<file path="src/rtl/add_sequencer.sv">
// Sequencer for a 4-bit combinational ripple adder: takes operand pairs, holds them
// on the adder for SETTLE cycles, returns the captured sum, and keeps a running total.
module add_sequencer #(
    parameter int unsigned SETTLE = 2
) (
    input  logic       clk,
    input  logic       rst_n,
    input  logic       in_valid,
    output logic       in_ready,
    input  logic [3:0] in_a,
    input  logic [3:0] in_b,
    output logic [3:0] add_a,
    output logic [3:0] add_b,
    input  logic [4:0] add_s,
    output logic       out_valid,
    input  logic       out_ready,
    output logic [4:0] out_sum,
    input  logic       acc_clr,
    output logic [7:0] acc_total
);

    localparam int unsigned OP_W  = 4;
    localparam int unsigned SUM_W = 5;
    localparam int unsigned ACC_W = 8;
    localparam int unsigned CNT_W = 4;

    typedef enum logic [1:0] {
        ST_IDLE,
        ST_SETTLE,
        ST_HOLD
    } state_t;

    state_t            state_q, state_d;
    logic [CNT_W-1:0]  cnt_q, cnt_d;
    logic [OP_W-1:0]   add_a_d, add_b_d;
    logic [SUM_W-1:0]  out_sum_d;
    logic              out_valid_d;
    logic [ACC_W-1:0]  acc_total_d;
    logic              out_xfer;

    assign in_ready = (state_q == ST_IDLE);
    assign out_xfer = out_valid && out_ready;

    // Next-state, operand capture, sum capture and accumulator update
    always_comb begin
        state_d     = state_q;
        cnt_d       = cnt_q;
        add_a_d     = add_a;
        add_b_d     = add_b;
        out_sum_d   = out_sum;
        out_valid_d = out_valid;
        acc_total_d = acc_total;

        case (state_q)
            ST_IDLE: begin
                if (in_valid) begin
                    add_a_d = in_a;
                    add_b_d = in_b;
                    cnt_d   = CNT_W'(SETTLE - 1);
                    state_d = ST_SETTLE;
                end
            end
            ST_SETTLE: begin
                if (cnt_q != '0) begin
                    cnt_d = cnt_q - CNT_W'(1);
                end else begin
                    out_sum_d   = add_s;
                    out_valid_d = 1'b1;
                    state_d     = ST_HOLD;
                end
            end
            ST_HOLD: begin
                if (out_ready) begin
                    out_valid_d = 1'b0;
                    state_d     = ST_IDLE;
                end
            end
            default: state_d = ST_IDLE;
        endcase

        // Clear takes priority, then the delivered sum is folded in
        if (acc_clr) begin
            acc_total_d = out_xfer ? ACC_W'(out_sum) : '0;
        end else if (out_xfer) begin
            acc_total_d = acc_total + ACC_W'(out_sum);
        end
    end

    always_ff @(posedge clk or negedge rst_n) begin
        if (!rst_n) begin
            state_q   <= ST_IDLE;
            cnt_q     <= '0;
            add_a     <= '0;
            add_b     <= '0;
            out_sum   <= '0;
            out_valid <= 1'b0;
            acc_total <= '0;
        end else begin
            state_q   <= state_d;
            cnt_q     <= cnt_d;
            add_a     <= add_a_d;
            add_b     <= add_b_d;
            out_sum   <= out_sum_d;
            out_valid <= out_valid_d;
            acc_total <= acc_total_d;
        end
    end

endmodule

</file>
<file path="config.mk">
export PLATFORM = sky130hd
export DESIGN_NAME = add_sequencer
export DESIGN_NICKNAME = d
export VERILOG_FILES = /design/src/rtl/add_sequencer.sv
export SDC_FILE = /design/constraint.sdc
export NUM_CORES = 1
export LEC_CHECK = 0
export ABC_CLOCK_PERIOD_IN_PS = 3610
export CORE_MARGIN = 5
export CORE_UTILIZATION = 51
export DETAILED_ROUTE_END_ITERATION = 10
export GPL_ROUTABILITY_DRIVEN = 0
export PLACE_DENSITY = 0.86
export SYNTH_ARGS = -nofsm -noshare
export SYNTH_HDL_FRONTEND = slang
export SYNTH_SLANG_ARGS = --single-unit
</file>
<file path="constraint.sdc">
create_clock -name clk -period 3.61 [get_ports clk]
set_input_delay 0.9025 -clock clk [delete_from_list [all_inputs] [get_ports clk]]
set_output_delay 0.9025 -clock clk [all_outputs]
set_load 0.02 [all_outputs]
</file>
; ---- After elaboration in Yosys (flattened, before gate mapping)
; Index checks and enable logic that the tools add are counted.
[word_totals]
register_bits = 28
out_inout_bits = 23
inputBits = 18
[op_classes]
n_reduce_logical = 11
bitwise_logic = 1
n_eq_ne = 6
n_mux = 13
n_addsub = 2
[op_table]
columns = cell, n
row1 = 2-to-1 mux 8 bit, 2
row2 = AND reduction 3 bit, 3
row3 = adder 8 x 5 -> 8 bit, 1
row4 = 2-to-1 mux 4 bit, 2
row5 = inequality test 2 bit (second input constant), 4
row6 = case mux 4 bit (2 select lines), 1
row7 = 2-to-1 mux 2 bit, 3
row8 = case mux 2 bit (3 select lines), 1
row9 = nonzero test 2 bit, 3
row10 = 2-to-1 mux 5 bit, 1
row11 = AND reduction 2 bit, 2
row12 = nonzero test 4 bit, 1
row13 = subtractor 4 x 1 -> 4 bit (second input constant), 1
row14 = equality test 2 x 1 -> 1 bit (second input constant), 1
row15 = equality test 2 bit (second input constant), 1
row16 = logical NOT 2 bit, 1
row17 = 2-to-1 mux 1 bit, 2
row18 = case mux 1 bit (2 select lines), 1
row19 = logical AND 1 bit, 1
row20 = inverter 1 bit, 1

; ---- Depth between registers and ports, before layout
; Gate-level depths: netlist of the first run.
[depth]
word_depth = 3
mapped_depth = 8
mapped_depth_nobuf = 8

; ---- Least setup slack after synthesis of the first run
; OpenSTA, ideal clock, no wires.
[synth_timing]
path_kind = flip-flop to flip-flop
from = register out_sum[0]
to = register acc_total[6]
n_path_buf = 0
slack_ns = 1.737
period_less_slack_ns = 1.873
stages_incl_launch_ff = 9
setup_time_ns = 0.132
t_arrival_ns = 1.741
cell_sequence = dfrtp_1 > ha_1 > inv_1 > fa_1 > nand2b_1 > a21oi_1 > o2111ai_1 > xor2_1 > nor2_1
[synth_via]
elab_chain_len = 3
[synth_lines]
columns = element, line_no
row1 = "start, declared", 17  ; output logic [4:0] out_sum,
row2 = "start signal, assigned", 103  ; out_sum <= out_sum_d;
row3 = adder 8 x 5 -> 8 bit, 85  ; acc_total_d = acc_total + ACC_W'(out_sum);
row4 = 2-to-1 mux 8 bit, 84  ; end else if (out_xfer) begin
row5 = 2-to-1 mux 8 bit, 82  ; if (acc_clr) begin
row6 = "end signal, assigned", 105  ; acc_total <= acc_total_d;
row7 = "end, declared", 19  ; output logic [7:0] acc_total
; Every way passes these cells. The select of a mux whose other input is x is not followed.
; A chain may end at the register's enable or synchronous reset.

; ---- Worst setup path in the final report of the first run
[layout_timing]
from = register state_q[0]
to = output port in_ready
[layout_via]
elab_chain_len = 1
[layout_lines]
columns = element, line_no
row1 = "start, declared", 33  ; state_t state_q, state_d;
row2 = "start signal, assigned", 99  ; state_q <= state_d;
row3 = logical NOT 2 bit, 41  ; assign in_ready = (state_q == ST_IDLE);
row4 = "end, declared", 9  ; output logic in_ready,
; Every way passes these cells.

==> metrics.md, run 1 <==
| Metric | Value |
|---|---|
| Outcome | `complete, no violations` |
| Max-slew headroom | `0.704` |
| Final net count | `193` |
| Vias per cell | `5.52` |
| H-tree Lvls | `1` |
| Register bit total from synthesis | `28` |
| Area leader, netlist | `dfrtp_1` |
| Drt pass-1 iters | `4` |
| Num Clock Sinks | `28` |
| DRC viols | `0` |
| Cts hold-fix bufs | `0` |
| I/O Pins | `41` |
| Core footprint | `2760 um^2` |
| Post-Syn Nets | `150` |
| Leak Pwr | `0.000870 uW` |
| Worst-path cell chain | `nor2_2 -> clkdlybuf4s50_1` |
| Tmin final | `2.46 ns` |
| Syn. warnings | `0` |
| First-pass GRT wire length | `5.41 mm` |
| Avg WL per Cell | `15.8 um` |
| Area contributors post-synth | `dfrtp_1 (48%), mux2_4 (13%), ha_1 (6.0%), xor2_1 (4.2%), nor2_1 (3.4%)` |
| Vias in the first global route | `1170` |
| Post-synth cell types | `30` |
| Worst Tran Pin Value | `0.443 ns` |
| Diodes inserted | `0` |
| R2R Setup Slk | `1.70 ns` |
| 1st-iter DRT viols | `54` |
| RR Startpoint | `out_sum[0]` |
| Final hold viol count | `0` |
| Largest net degree at the start of global routing | `29` |
| Critical Path AT | `1.56 ns` |
| Tot GR Track Use | `0.165` |
| Worst setup SP type | `register` |
| Clock Skew | `0.00427 ns` |
| PostCTS Resize Cnt | `0` |
| CTS buffer count | `3` |
| Worst-path cell with the longest stage delay | `clkdlybuf4s50_1` |
| Std cell rows | `19` |
| Clock-pin slew of the registers on the worst-case setup and hold paths | `0.14 ns` |
| CTS root buffer | `clkbuf_4` |
| Setup TNS | `0 ns` |
| Synthesized instance count | `124` |
| Worst r2r dst | `acc_total[6]` |
| Post-CTS Setup Bufs | `0` |
| CTS tree | `done` |
| Worst Setup SP | `state_q[0]` |
| ANT nets after route | `0` |
| Max-Cap Viols | `0` |
| Latest clock arrival within the worst-skew pair | `0.32 ns` |
| Critical Path Sink | `in_ready` |
| Grt total ovfl | `0` |
| CTS max path bufs | `2` |
| Final Util | `0.691` |
| Worst-path fanout max | `4` |
| Critical path class | `register to output port` |
| Peak supply drop | `0.000624 V` |
| Synth top area share | `0.481` |
| Place WS | `1.21 ns` |
| Critical Path End Type | `output port` |
| Die Y | `63.4 um` |
| Layout Cells excl Fill | `196` |
| Predominant post-synthesis flop cell | `dfrtp_1` |
| Max Freq | `0.406 GHz` |
| DP Cell Count | `193` |
| Final Worst Setup Slack | `1.15 ns` |
| Hpwl dp | `2.38 mm` |
| R2r worst-path depth | `8` |
| CP max stage delay | `0.62 ns` |
| Synth-to-Final Area Change | `30.8%` |
| Final setup violation count | `0` |
| Final period util | `0.683` |
| Layout cells sized above 1 | `0.152` |
| Synth Area per Inst | `11.7 um^2` |
| Vias | `1082` |
| Fraction of registers with async set/reset | `1.00` |
| Initial cell density of the core | `0.528` |
| Worst min path class | `register to register` |
| Seq/Total Area, Yosys | `0.481` |
| Number of synthesized flops with an enable pin | `0` |
| Initial antenna violation count | `0` |
| WL final | `3.10 mm` |
| Pwr Density | `919 nW/um^2` |
| RSZ-0062 raised after global routing | `no` |
| Die X | `63.4 um` |
| Die area | `4020 um^2` |
| Port Buffers | `40` |
| Slew Limit Fails | `0` |
| Synth Cell Area | `1460 um^2` |
| CP Data Required Time | `2.71 ns` |
==> power breakdown <==
group | total, uW | leakage (uW) | internal (uW) | switching, uW
Clock | 128 | 0.0000138 | 39.1 | 88.5
Sequential | 588 | 0.000344 | 452 | 136
Combinational | 1030 | 0.000513 | 540 | 495
==> worst max-delay path: cells and delay by family (launching register included) <==
kind | cells | cell delay [ns]
buf+inv | 1 | 0.62
flops | 1 | 0.47
simple gates | 1 | 0.14
==> how the worst min path moves through the flow <==
| stage | startpoint | endpoint | slack, ns | cells past startpoint |
|---|---|---|---|---|
| floorplan | cnt_q[0] | cnt_q[0] | 0.46 | 1 |
| global placement | cnt_q[0] | cnt_q[0] | 0.48 | 1 |
| detailed placement | add_b[2] | add_b[2] | 0.50 | 1 |
| CTS | cnt_q[0] | cnt_q[0] | 0.53 | 1 |
| global route | cnt_q[0] | cnt_q[0] | 0.56 | 1 |
| finish | cnt_q[0] | cnt_q[0] | 0.52 | 1 |
==> cell usage in the layout (no fill, tap or decap), types with 2 or more instances in the layout <==
cell type and count:
a21oi_1 6, clkbuf_4 3, clkdlybuf4s50_1 40, dfrtp_1 28, ha_1 7, inv_1 6, mux2_4 13, mux2i_1 2
nand2_1 11, nand2b_1 3, nand3_1 2, nor2_1 13, nor2_2 2, nor3_1 2, o21ai_0 2, o21ai_1 2
o22ai_1 4, xor2_1 7
==> final cells by class <==
type                       count  area [um^2]
tap                           31         38.8
clock buffer                   3         22.5
multi-input combinational     87          713
timing repair buffer          41          408
fill                         212          852
inverter                       6         22.5
sequential                    28          701
==> cells by family after synthesis <==
family	Yosys count	share of synthesized area
AND/OR/NAND/NOR	39	0.145
XOR/XNOR	7	0.0421
multiplexers	15	0.148
AO/OA/AOI/OAI	18	0.0808
buffers and inverters	9	0.0292
flip-flops	28	0.481
adder cells (fa/ha/maj)	8	0.0739
==> synthesized netlist by cell type, types with 2 or more instances <==
library cell	instances
xor2_1	7
inv_1	6
o21ai_1	2
nor2_2	2
mux2i_1	2
dfrtp_1	28
mux2_4	13
nand3_1	2
o21ai_0	2
a21oi_1	6
o22ai_1	4
ha_1	7
nor2_1	13
nand2_1	11
nand2b_1	3
nor3_1	2
==> state kept, by name, indices dropped and copies added (netlist names) <==
register,cells
acc_total,8
out_sum,5
add_a,4
add_b,4
cnt_q,4
state_q,2
out_valid,1
==> per-layer routing <==
layer	share of wire	track usage
met1	0.41	0.202
met2	0.49	0.274
met3	0.079	0.0515
met4	0.014	0.0519
met5	0	0
==> metrics by stage <==
step           area, um^2  hold slack (ns)  total power (uW)
6_report             1910            0.521              1750
5_1_grt              1910            0.558              1890
4_1_cts              1910            0.526              1770
3_5_place_dp         1880            0.497              1630
3_3_place_gp         1880            0.481              1580
2_1_floorplan        1460            0.462              1260
Note: power is estimated with default switching activity, not from simulation.
==> run 2, diff against run 1 <==
Settings changed: ABC_CLOCK_PERIOD_IN_PS 3610 to 2000, CORE_UTILIZATION 51 to 42, PLACE_DENSITY 0.86 to 0.75.
Clock period 3.61 ns to 2 ns, I/O delays scaled along.
==> metrics.md, run 2 (synthesized netlist as in run 1, its figures left out) <==
| Metric | Value |
|---|---|
| Worst setup SP type | `register` |
| Worst-path fanout max | `6 (+2)` |
| I/O Pins | `41 (unchanged)` |
| H-tree Lvls | `1 (unchanged)` |
| Std cell rows | `21 (+2)` |
| Initial cell density of the core | `0.436 (-0.0917)` |
| Largest net degree at the start of global routing | `29 (unchanged)` |
| Vias | `1055 (-2.5%)` |
| Pwr Density | `1640 nW/um^2 (+78%)` |
| Grt total ovfl | `0 (unchanged)` |
| Max-Cap Viols | `0 (unchanged)` |
| Die X | `68.9 um (+8.6%)` |
| Diodes inserted | `0 (unchanged)` |
| Top Registers | `acc_total: 8 flops, out_sum: 5 flops` |
| Worst-path cell with the longest stage delay | `clkdlybuf4s50_1` |
| Clock Skew | `0.00359 ns (-0.000681 ns)` |
| Worst-path cell chain | `clkdlybuf4s50_1` |
| WP buf/inv | `1 (unchanged)` |
| Final Util | `0.586 (-0.105)` |
| Final net count | `195 (+1.0%)` |
| Final hold viol count | `0 (unchanged)` |
| Clock-pin slew of the registers on the worst-case setup and hold paths | `0.15 ns (about the same)` |
| Critical path class | `register to output port` |
| Layout cells sized above 1 | `0.173 (+0.0211)` |
| CTS buffer count | `3 (unchanged)` |
| Synth-to-Final Area Change | `34.2%` |
| Vias in the first global route | `1107 (-5.4%)` |
| Drt pass-1 iters | `4 (unchanged)` |
| Die area | `4750 um^2 (+18%)` |
| Port Buffers | `40 (unchanged)` |
| CP Data Required Time | `1.50 ns (-1.21 ns)` |
| Peak supply drop | `0.000778 V (+25%)` |
| Worst min path class | `register to register` |
| First-pass GRT wire length | `5.11 mm (-5.5%)` |
| CTS tree | `done` |
| Final period util | `0.962` |
| Critical Path AT | `1.42 ns (-0.14 ns)` |
| Outcome | `complete, no violations` |
| Setup TNS | `0 ns (unchanged)` |
| Avg WL per Cell | `14.3 um (-9.9%)` |
| Max Freq | `0.520 GHz` |
| CP top delay family | `buffers and inverters` |
| Tmin final | `1.92 ns` |
| Critical Path End Type | `output port` |
| Latest clock arrival within the worst-skew pair | `0.32 ns (about the same)` |
| RSZ-0062 raised after global routing | `no` |
| Die Y | `68.9 um (+8.6%)` |
| CTS max path bufs | `2 (unchanged)` |
| Hpwl dp | `2.35 mm (-1.2%)` |
| Final setup violation count | `0 (unchanged)` |
| WL final | `3.05 mm (-1.6%)` |
| CTS root buffer | `clkbuf_4` |
| CP max stage delay | `0.64 ns (+0.02 ns)` |
| Slew Limit Fails | `0 (unchanged)` |
| Post-CTS Setup Bufs | `0 (unchanged)` |
| Initial antenna violation count | `0 (unchanged)` |
| Commonest non-fill, non-tap cell in the layout | `clkdlybuf4s50_1` |
| Vias per cell | `4.93 (-11%)` |
| Max-slew headroom | `0.761 (+0.0575)` |
| Leak Pwr | `0.000887 uW (+1.9%)` |
| Tot GR Track Use | `0.142 (-0.0229)` |
| DRC viols | `0 (unchanged)` |
| Total power | `3200 uW (+83%)` |
| Worst Tran Pin Value | `0.358 ns (-0.0849 ns)` |
| Num Clock Sinks | `28 (unchanged)` |
| Largest Register | `acc_total` |
| ANT nets after route | `0 (unchanged)` |
| Most frequent cells in the layout | `clkdlybuf4s50_1 (39), dfrtp_1 (28), mux2_4 (13), nor2_1 (13), nand2_1 (11)` |
| Core footprint | `3340 um^2 (+21%)` |
| Max reg flops | `8 (unchanged)` |
| 1st-iter DRT viols | `65 (+20%)` |
run 2: power breakdown:
group          internal [uW]  switching (uW)  total (uW)  leakage (uW)
combinational            977             897        1870      0.000522
sequential               816             235        1050      0.000344
clock                    111             166         277     0.0000210
run 2: per-stage QoR:
| stage | std cells | cell area (um^2) | setup WS (ns) | hold slack (ns) |
|---|---|---|---|---|
| CTS | 214 | 1950 | 0.0566 | 0.507 |
| finish | 214 | 1950 | 0.0755 | 0.517 |
| floorplan | 124 | 1460 | 0.127 | 0.204 |
| global route | 214 | 1950 | 0.0121 | 0.547 |
| detailed placement | 210 | 1920 | 0.102 | 0.488 |
| global placement | 210 | 1920 | 0.204 | 0.481 |
run 2: metal layers:
layer / vias up / share of wire / global-route usage
met5: - / 0 / 0
met4: 0 / 0 / 0.0414
met3: 0 / 0.068 / 0.0357
met2: 25 / 0.52 / 0.248
met1: 511 / 0.41 / 0.172
li1: 519 / - / -
run 2: repair_timing:
item,in CTS,in global routing
resized for setup,1,1
setup endpoints to repair,1,1
hold buffers,0,0
pin swaps,0,0
run 2: worst register-to-register path, cell delays in order (launching register included):
cell and delay [ns]:
dfrtp_1 0.43, ha_2 0.22, inv_1 0.06, fa_1 0.38
nand2b_1 0.18, a21oi_1 0.19, o2111ai_1 0.14, xor2_1 0.16
nor2_1 0.09
run 2: path summary, 6_finish.rpt:
| kind | depth (start not counted) | slack (ns) | end | startpoint |
|---|---|---|---|---|
| max reg2reg | 8 | 0.10 | acc_total[6] | out_sum[0] |
| max | 1 | 0.08 | out_valid | out_valid |
| max in group asynchronous | 2 | 1.20 | add_a[1] | rst_n |
| min reg2reg | 1 | 0.52 | cnt_q[0] | cnt_q[0] |
| min | 1 | 0.52 | cnt_q[0] | cnt_q[0] |
| min in group asynchronous | 2 | 0.53 | acc_total[2] | rst_n |
run 2: final cells by class:
class                           instances  area [um^2]
Tap cell                               46         57.6
Multi-Input combinational cell         87          716
Sequential cell                        28          701
Fill cell                             291         1380
Inverter                                6         22.5
Clock buffer                            4         36.3
Timing Repair Buffer                   43          422
==> run 3, diff against run 2 <==
Settings changed: CORE_UTILIZATION 42 to 55, DONT_BUFFER_PORTS set to 1, PLACE_DENSITY 0.75 to 0.74.
==> metrics.md, run 3 (synthesized netlist as in run 1, its figures left out) <==
| Metric | Value |
|---|---|
| Tot GR Track Use | `0.161 (+0.0187)` |
| Hpwl dp | `2.05 mm (-13%)` |
| Outcome | `complete, no violations` |
| Worst-path cell with the longest stage delay | `fa_1` |
| CP top delay family | `adder cells` |
| Final hold viol count | `0 (unchanged)` |
| 1st-iter DRT viols | `54 (-17%)` |
| Layout cells sized above 1 | `0.241 (+0.0680)` |
| I/O Pins | `41 (unchanged)` |
| Max reg flops | `8 (unchanged)` |
| Max-slew headroom | `0.683 (-0.0786)` |
| Diodes inserted | `0 (unchanged)` |
| CTS buffer count | `3 (unchanged)` |
| Die area | `3780 um^2 (-20%)` |
| Final net count | `160 (-18%)` |
| Max Freq | `0.545 GHz (+4.9%)` |
| Latest clock arrival within the worst-skew pair | `0.33 ns (about the same)` |
| First-pass GRT wire length | `4.41 mm (-14%)` |
| Pwr Density | `1800 nW/um^2 (+9.7%)` |
| Synth-to-Final Area Change | `8.85%` |
| Worst Tran Pin Value | `0.475 ns (+0.117 ns)` |
| Worst-path cell chain | `ha_1 -> inv_1 -> fa_1 -> nand2b_1 -> a21oi_1 -> o2111ai_1 -> xor2_1 -> nor2_1` |
| Critical Path AT | `2.10 ns (+0.68 ns)` |
| Clock Skew | `0.00909 ns (+0.00550 ns)` |
| Die X | `61.5 um (-11%)` |
| Initial cell density of the core | `0.583 (+0.146)` |
| Final setup violation count | `0 (unchanged)` |
| Peak supply drop | `0.00136 V (+75%)` |
| H-tree Lvls | `1 (unchanged)` |
| Num Clock Sinks | `28 (unchanged)` |
| Critical path class | `register to register` |
| Largest net degree at the start of global routing | `29 (unchanged)` |
| # fillers | `184 (-37%)` |
| Tmin final | `1.84 ns (-0.0891 ns)` |
| CTS root buffer | `clkbuf_4` |
| Worst setup SP type | `register` |
| Port Buffers | `0 (-100%)` |
| Worst-path fanout max | `2 (-4)` |
| Slew Limit Fails | `0 (unchanged)` |
| WP buf/inv | `1 (unchanged)` |
| Top Registers | `acc_total: 8 flops, out_sum: 5 flops` |
| Worst min path class | `input port to register` |
| R2R Setup Slk | `0.16 ns (+0.06 ns)` |
| Commonest non-fill, non-tap cell in the layout | `dfrtp_1` |
| Final period util | `0.918 (-0.0446)` |
| Post-CTS Setup Bufs | `0 (unchanged)` |
| Setup TNS | `0 ns (unchanged)` |
| Leak Pwr | `0.000762 uW (-14%)` |
| Vias in the first global route | `957 (-14%)` |
| Die Y | `61.5 um (-11%)` |
| RSZ-0062 raised after global routing | `no` |
| Clock-pin slew of the registers on the worst-case setup and hold paths | `0.15 ns (about the same)` |
| Std cell rows | `18 (-14%)` |
| Drt pass-1 iters | `4 (unchanged)` |
| CP Data Required Time | `2.27 ns (+0.77 ns)` |
| CTS max path bufs | `2 (unchanged)` |
| Layout Cells excl Fill | `163 (-24%)` |
| CTS tree | `done` |
| Max-Cap Viols | `0 (unchanged)` |
| WL final | `2.75 mm (-10%)` |
| DP Cell Count | `157 (-25%)` |
| Most frequent cells in the layout | `dfrtp_1 (28), mux2_4 (13), nor2_1 (13)` |
| DRC viols | `0 (unchanged)` |
| Fin area | `1590 um^2 (-19%)` |
| Post-place instance area | `1520 um^2 (-21%)` |
| Avg WL per Cell | `16.8 um (+18%)` |
| Grt total ovfl | `0 (unchanged)` |
| WHS | `0.212 ns (-0.305 ns)` |
| Vias per cell | `5.75 (+17%)` |
| Largest Register | `acc_total` |
| Initial antenna violation count | `0 (unchanged)` |
| Critical Path End Type | `register` |
| Cts hold-fix bufs | `2 (+2)` |
| Vias | `937 (-11%)` |
| PostCTS Resize Cnt | `0 (-1)` |
| CP max stage delay | `0.39 ns (-0.25 ns)` |
| ANT nets after route | `0 (unchanged)` |
| Core footprint | `2500 um^2 (-25%)` |
[run 3: worst paths after layout]
check / from / endpoint / depth (start not counted)
worst max-delay path: out_sum[0] / acc_total[6] / 8
worst min-delay path: acc_clr / acc_total[5] / 1
worst max register to register: out_sum[0] / acc_total[6] / 8
worst min register to register: cnt_q[0] / cnt_q[0] / 1
max in group asynchronous: rst_n / cnt_q[1] / 2
min in group asynchronous: rst_n / out_sum[1] / 2
[run 3: per-layer routing]
metal	GRT usage	wire length, um	vias to the layer above
li1	-	-	444
met1	0.184	1120	462
met2	0.276	1360	29
met3	0.0734	247	2
met4	0.0364	22	0
met5	0	0	-
[run 3: cell type report]
type / instances / area (um^2) / share of cell area
inverter: 6 / 22.5 / 0.0142
multi-input combinational: 87 / 713 / 0.450
sequential: 28 / 701 / 0.442
tap: 30 / 37.5 / 0.0237
timing repair buffer: 8 / 75.1 / 0.0474
clock buffer: 4 / 36.3 / 0.0229
[run 3: through the flow]
stage,utilization,setup WS [ns],total power (uW)
finish,0.634,0.165,2850
global placement,0.608,0.253,2520
CTS,0.634,0.164,2880
global route,0.634,0.0185,3070
floorplan,-,0.127,2280
detailed placement,0.608,0.188,2580
[run 3: report_power, final]
group / internal, uW / switching (uW)
clock network: 111 / 159
registers: 815 / 392
logic: 688 / 682
